<file path="src/rtl/pcie_egress_reader.sv">
// pcie_egress_reader: round-robin drain of output FIFOs 4..7
// into one valid/ready stream, with per-port delivery counters.
module pcie_egress_reader #(
  parameter int TAMANO_DATOS = 12,
  parameter int CNT_W        = 5,
  parameter int BUF_DEPTH    = 2
) (
  input  logic                    clk,
  input  logic                    reset,
  input  logic [TAMANO_DATOS-1:0] data_in4,
  input  logic [TAMANO_DATOS-1:0] data_in5,
  input  logic [TAMANO_DATOS-1:0] data_in6,
  input  logic [TAMANO_DATOS-1:0] data_in7,
  input  logic [3:0]              empty,
  output logic [3:0]              pop,
  output logic [TAMANO_DATOS-1:0] data_out,
  output logic                    valid_out,
  output logic [1:0]              src_out,
  input  logic                    ready_in,
  input  logic                    req,
  input  logic [2:0]              idx,
  output logic [CNT_W-1:0]        cnt_data,
  output logic                    cnt_valid,
  output logic                    idle
);

  typedef enum logic [1:0] {
    S_RESET,
    S_INIT,
    S_IDLE,
    S_ACTIVE
  } state_t;

  state_t r_state;
  state_t w_state_nxt;

  logic [1:0]              r_rr;
  logic                    r_if_v;
  logic [1:0]              r_if_src;
  logic [TAMANO_DATOS-1:0] r_buf_d [2];
  logic [1:0]              r_buf_s [2];
  logic [1:0]              r_buf_n;
  logic [CNT_W-1:0]        r_cnt [4];
  logic [CNT_W-1:0]        r_cnt_data;
  logic                    r_cnt_valid;

  logic                    w_deq;
  logic [1:0]              w_occ;
  logic [2:0]              w_fill;
  logic                    w_room;
  logic                    w_any;
  logic [1:0]              w_sel;
  logic [1:0]              w_p;
  logic                    w_pop_en;
  logic [TAMANO_DATOS-1:0] w_cap;

  assign valid_out = (r_buf_n != 2'd0);
  assign data_out  = r_buf_d[0];
  assign src_out   = r_buf_s[0];
  assign cnt_data  = r_cnt_data;
  assign cnt_valid = r_cnt_valid;
  assign idle      = (r_state == S_IDLE);

  assign w_deq  = valid_out & ready_in;
  assign w_occ  = r_buf_n - {1'b0, w_deq};
  assign w_fill = {1'b0, w_occ} + {2'b0, r_if_v};
  assign w_room = (w_fill < 3'(BUF_DEPTH));

  assign w_pop_en = (r_state == S_ACTIVE) & w_any & w_room;
  assign pop      = w_pop_en ? (4'd1 << w_sel) : 4'd0;

  // first non-empty port at or above the RR pointer, wrapping
  always_comb begin
    w_any = 1'b0;
    w_sel = r_rr;
    w_p   = r_rr;
    for (int i = 3; i >= 0; i--) begin
      w_p = r_rr + 2'(i);
      if (!empty[w_p]) begin
        w_any = 1'b1;
        w_sel = w_p;
      end
    end
  end

  // read data of the FIFO popped last cycle
  always_comb begin
    w_cap = data_in4;
    unique case (r_if_src)
      2'd0: w_cap = data_in4;
      2'd1: w_cap = data_in5;
      2'd2: w_cap = data_in6;
      2'd3: w_cap = data_in7;
      default: w_cap = data_in4;
    endcase
  end

  // next-state logic
  always_comb begin
    w_state_nxt = r_state;
    unique case (r_state)
      S_RESET:  w_state_nxt = S_INIT;
      S_INIT:   w_state_nxt = S_IDLE;
      S_IDLE:
        if (~&empty) w_state_nxt = S_ACTIVE;
      S_ACTIVE:
        if (&empty && !r_if_v && r_buf_n == 2'd0)
          w_state_nxt = S_IDLE;
      default:  w_state_nxt = S_RESET;
    endcase
  end

  // state register
  always_ff @(posedge clk) begin
    if (!reset) r_state <= S_RESET;
    else        r_state <= w_state_nxt;
  end

  // pop bookkeeping: in-flight flag, its source, RR pointer
  always_ff @(posedge clk) begin
    if (!reset) begin
      r_if_v   <= 1'b0;
      r_if_src <= 2'd0;
      r_rr     <= 2'd0;
    end else begin
      r_if_v <= w_pop_en;
      if (w_pop_en) begin
        r_if_src <= w_sel;
        r_rr     <= w_sel + 2'd1;
      end
    end
  end

  // two-entry skid buffer, head in entry 0
  always_ff @(posedge clk) begin
    if (!reset) begin
      r_buf_n <= 2'd0;
      for (int i = 0; i < 2; i++) begin
        r_buf_d[i] <= '0;
        r_buf_s[i] <= 2'd0;
      end
    end else begin
      if (w_deq) begin
        r_buf_d[0] <= r_buf_d[1];
        r_buf_s[0] <= r_buf_s[1];
      end
      if (r_if_v) begin
        r_buf_d[w_occ[0]] <= w_cap;
        r_buf_s[w_occ[0]] <= r_if_src;
      end
      r_buf_n <= w_occ + {1'b0, r_if_v};
    end
  end

  // per-port delivered-word counters
  always_ff @(posedge clk) begin
    if (!reset) begin
      for (int i = 0; i < 4; i++) r_cnt[i] <= '0;
    end else if (w_deq) begin
      r_cnt[r_buf_s[0]] <= r_cnt[r_buf_s[0]] + CNT_W'(1);
    end
  end

  // counter read port, one cycle latency
  always_ff @(posedge clk) begin
    if (!reset) begin
      r_cnt_valid <= 1'b0;
      r_cnt_data  <= '0;
    end else if (req && r_state != S_RESET) begin
      r_cnt_valid <= 1'b1;
      r_cnt_data  <= idx[2] ? '0 : r_cnt[idx[1:0]];
    end else begin
      r_cnt_valid <= 1'b0;
    end
  end

endmodule

</file>
<file path="config.mk">
export PLATFORM = sky130hd
export DESIGN_NAME = pcie_egress_reader
export DESIGN_NICKNAME = d
export VERILOG_FILES = /design/src/rtl/pcie_egress_reader.sv
export SDC_FILE = /design/constraint.sdc
export NUM_CORES = 1
export LEC_CHECK = 0
export ABC_AREA = 1
export BUFFER_PORTS_ARGS = -buffer_cell sky130_fd_sc_hd__buf_2
export CAP_MARGIN = 20
export CORE_ASPECT_RATIO = 0.7
export CORE_MARGIN = 3
export CORE_UTILIZATION = 48
export DETAILED_ROUTE_END_ITERATION = 7
export GPL_TIMING_DRIVEN = 0
export PLACE_DENSITY = 0.72
export SLEW_MARGIN = 15
export SYNTH_ARGS = -nofsm -noshare
export SYNTH_HDL_FRONTEND = slang
export SYNTH_SLANG_ARGS = --single-unit
</file>
<file path="constraint.sdc">
create_clock -name clk -period 1.8 [get_ports clk]
set_clock_uncertainty 0.1 [all_clocks]
set_input_delay 0.18 -clock clk [delete_from_list [all_inputs] [get_ports clk]]
set_output_delay 0.18 -clock clk [all_outputs]
set_load 0.02 [all_outputs]
</file>
==> reports/results.env <==
STATUS='finished, violations left'
VIOLATIONS='setup timing'
FINAL.PERIOD_UTILIZATION=1.28
SYN_AREA_SQ_UM=3310
TIMING.CRITICAL_PATH.TO_TYPE='output port'
SYN-MEAN-INSTANCE-AREA_SQ_UM=8.44
DOMINANTREGCELLSYNTH='edfxtp_1'
CLOCK.FMAX_MHz=435
PLACE.GP.CONGESTION=0.879
YOSYS.AREA.TOP_TYPE_SHARE=0.436
CORE_AREA_SQ_UM=6460
CTS_TREE='done'
YS_ASYNC_SR_FRACTION=0
WORST_SLEW_MARGIN_REL=0.570
TIMING.HOLD.WORST.CLASS='in2reg'
SYNTHCELLS=392
ANTENNA_CELLS=0
CTS-ROOT-TO-SINK-BUFFERS=2
REPORT.POWER.TOTAL_mW=3.86
LAYOUT.CORE_UTILIZATION=0.779
ROUTED_WIRE_LENGTH_MICRONS=11000
TIMING.REG2REG.SETUP_SLACK_NS=-0.26
LAYOUT_COMMON_CELLS='buf_2, nand2_1, nor2_1'
POST-SYNTH-TOP-AREA-CELL='edfxtp_1'
TIMING.MAX_CAP.VIOLATIONS=0
ROUTE.VIAS.TOTAL=3518
NETLIST-CELL-TYPE-COUNT=33
LEAKAGE_POWER_TOTAL_nW=2.19
CRITICAL_PATH_ARRIVAL_NS=2.02
GRT_FIRST_PASS_WIRELENGTH_MICRONS=14600
CRIT_PATH_MAX_FANOUT=3
CHIPWIDTH_MICRONS=105
HOLD_SLACK_NS=0.0680
NETS=591
CRIT_END='pop[1]'
FINAL-HOLD-VIOLATION-COUNT=0
CTS_MAX_LEVEL=3
VIA_COUNT_OF_THE_FIRST_GLOBAL_ROUTING_PASS=2993
YOSYSWARNINGS=0
ANTENNA_FOUND_INITIAL=0
GR-TOTAL-OVERFLOW=0
SETUP-VIOLATIONS-FINAL=53
AREA_GROWTH_PCT=52.1
DRT-VIAS-PER-INSTANCE=5.63
FIRST_PASS_ITERS=5
WORST_SETUP_PATH_STARTPOINT='r_buf_n[0]'
INSERTION_DELAY_OF_THE_LATER_CLOCKED_PIN_IN_THE_WORST_SKEW_PAIR_NS=0.35
DIE_H_MICRONS=75.4
CRITICAL_PATH_CLASS='reg2out'
CTS_MADE_BUFFERS=9
POST_PLACE_SETUP_SLACK_NS=-0.321
START_UTIL=0.512
MINIMUM_CLOCK_PERIOD_NS=2.30
POSTLAYOUTSETUPSLACKWORST_NS=-0.499
CRITPATHREQUIREDTIME_NS=1.52
CLOCKROOTBUFFER='clkbuf_8'
TNS_NS=-5.31
SYNTH.YOSYS.SEQ_AREA_SHARE=0.527
PORT_BUFFERS=83
STD_CELL_ROWS=24
CLKSLEWWORSTSETUPHOLDPATHS_NS=0.08
REGTOREGSTARTPOINT='r_buf_s[0][0]'
SLEW_AT_THE_PIN_CLOSEST_TO_ITS_MAX_SLEW_LIMIT_NS=0.644
IO_PINS=85
CTS-HOLD-FIX-BUFFERS=0
SYNTH_ENABLE_FLOP_CELLS=48
LAYOUTNONFILLERINSTCOUNT=625
DETAIL_ROUTE.DRC_VIOLATIONS=0
FIN_AREA_SQ_UM=5030
IR_DROP_mV=0.471
GRT_SETUP_UNREPAIRED='yes'
ANT_NETS=0
GLOBAL_ROUTE.USAGE.TOTAL=0.235
PLACED_CELLS=566
WORST_R2R_PATH_DEPTH=11
SYNTH_AREA_LEADERS='edfxtp_1, nand2_1, dfxtp_1'
SYNTH-SEQ-CELLS=63
CTS.SINK_COUNT=63
DRV_SLEW=0
LAYOUT_COMMONEST_CELL='buf_2'
SYN_NETS=454
MAXIMUM_NUMBER_OF_PINS_ON_ONE_NET_BEFORE_GLOBAL_ROUTE_REPAIR=15
TIMING.CRITICAL_PATH.FROM_TYPE='flip-flop'
DIE-AREA_SQ_UM=7940
NUMBER_OF_FILLER_CELLS_PLACED_IN_THE_LAYOUT=411
POST_ROUTE_CELLS_DRIVE_ABOVE_1_SHARE=0.479
VIOLATION_COUNT_AFTER_THE_FIRST_DETAILED_ROUTING_ITERATION=307
POWERDENSITY_nW_PER_UM2=767
AVGROUTEDWIREPERCELL_MICRONS=17.6
POST_DP_CELL_AREA_SQ_UM=3880
DP.FINAL_HPWL_MICRONS=6360
REG2REG_TO='r_cnt[0][4]'
[where the power goes]
| group | internal [mW] | switching, mW |
|---|---|---|
| Clock | 0.796 | 0.613 |
| Combinational | 0.308 | 0.464 |
| Sequential | 1.63 | 0.0487 |
[state kept, by name (all words and copies together), names as in the netlist]
register   cells
r_buf_d       24
r_cnt         20
cnt_data       5
r_buf_s        4
r_buf_n        2
r_if_src       2
r_rr           2
r_state        2
cnt_valid      1
r_if_v         1
[worst max-delay path: stages, from the launching register on]
cell     delay (ns)
dfxtp_2        0.34
nor2_4         0.14
nor2_4         0.05
nand2_2        0.06
o21ai_2        0.07
ha_2           0.17
inv_2          0.06
ha_4           0.11
nand4_1        0.15
buf_4          0.19
nor2_1         0.09
nand2_1        0.07
inv_1          0.07
buf_6          0.11
[cells in the mapped netlist, types with 4 or more instances]
cell type	number
dfxtp_1	15
nand2_1	90
nor2_1	79
inv_2	5
buf_2	5
o21ai_1	4
o21ai_0	26
a22o_1	8
edfxtp_1	48
a221oi_1	11
nand3_1	22
inv_1	28
a21oi_1	9
clkbuf_1	6
o32ai_1	5
[logic make-up (layout without fill, tap and decap cells)]
logic type      count (synthesis)  in the layout  share of synthesized area
fa+ha+maj                       3              3                     0.0114
simple gates                  204            205                      0.251
flops                          63             63                      0.527
buf+inv                        50            191                     0.0643
compound gates                 72             72                      0.146
[layout make-up]
| type | count | area (sq um) | area share |
|---|---|---|---|
| buffer | 15 | 124 | 0.0246 |
| clock buffer | 9 | 124 | 0.0246 |
| multi-input combinational | 280 | 1860 | 0.371 |
| clock inverter | 7 | 103 | 0.0204 |
| timing repair buffer | 125 | 820 | 0.163 |
| tap | 91 | 114 | 0.0226 |
| sequential | 63 | 1750 | 0.347 |
| inverter | 35 | 136 | 0.0271 |
[worst min-delay path by stage]
stage	cells after the start	slack [ns]	start	endpoint
3_3_place_gp	2	0.35	cnt_data[4]	cnt_data[4]
3_5_place_dp	2	0.36	cnt_data[0]	cnt_data[0]
2_1_floorplan	3	0.30	idx[2]	cnt_data[0]
4_1_cts	4	0.05	idx[2]	cnt_data[1]
6_report	3	0.07	data_in5[5]	r_buf_d[1][5]
5_1_grt	3	0.08	data_in5[5]	r_buf_d[1][5]
[metal layers]
metal,routed length (microns),up-vias,global-route usage,part of all wire
li1,-,1618,-,-
met1,4550,1653,0.337,0.41
met2,5180,212,0.367,0.47
met3,999,35,0.0559,0.091
met4,278,0,0.0568,0.025
met5,0,-,0,0
[timing repair]
item | CTS | global route
gates cloned | 1 | 4
pin swaps | 17 | 17
setup buffers | 24 | 24
gates resized for setup | 63 | 101
setup endpoints to repair | 76 | 96
(Power assumes the default switching activity.)
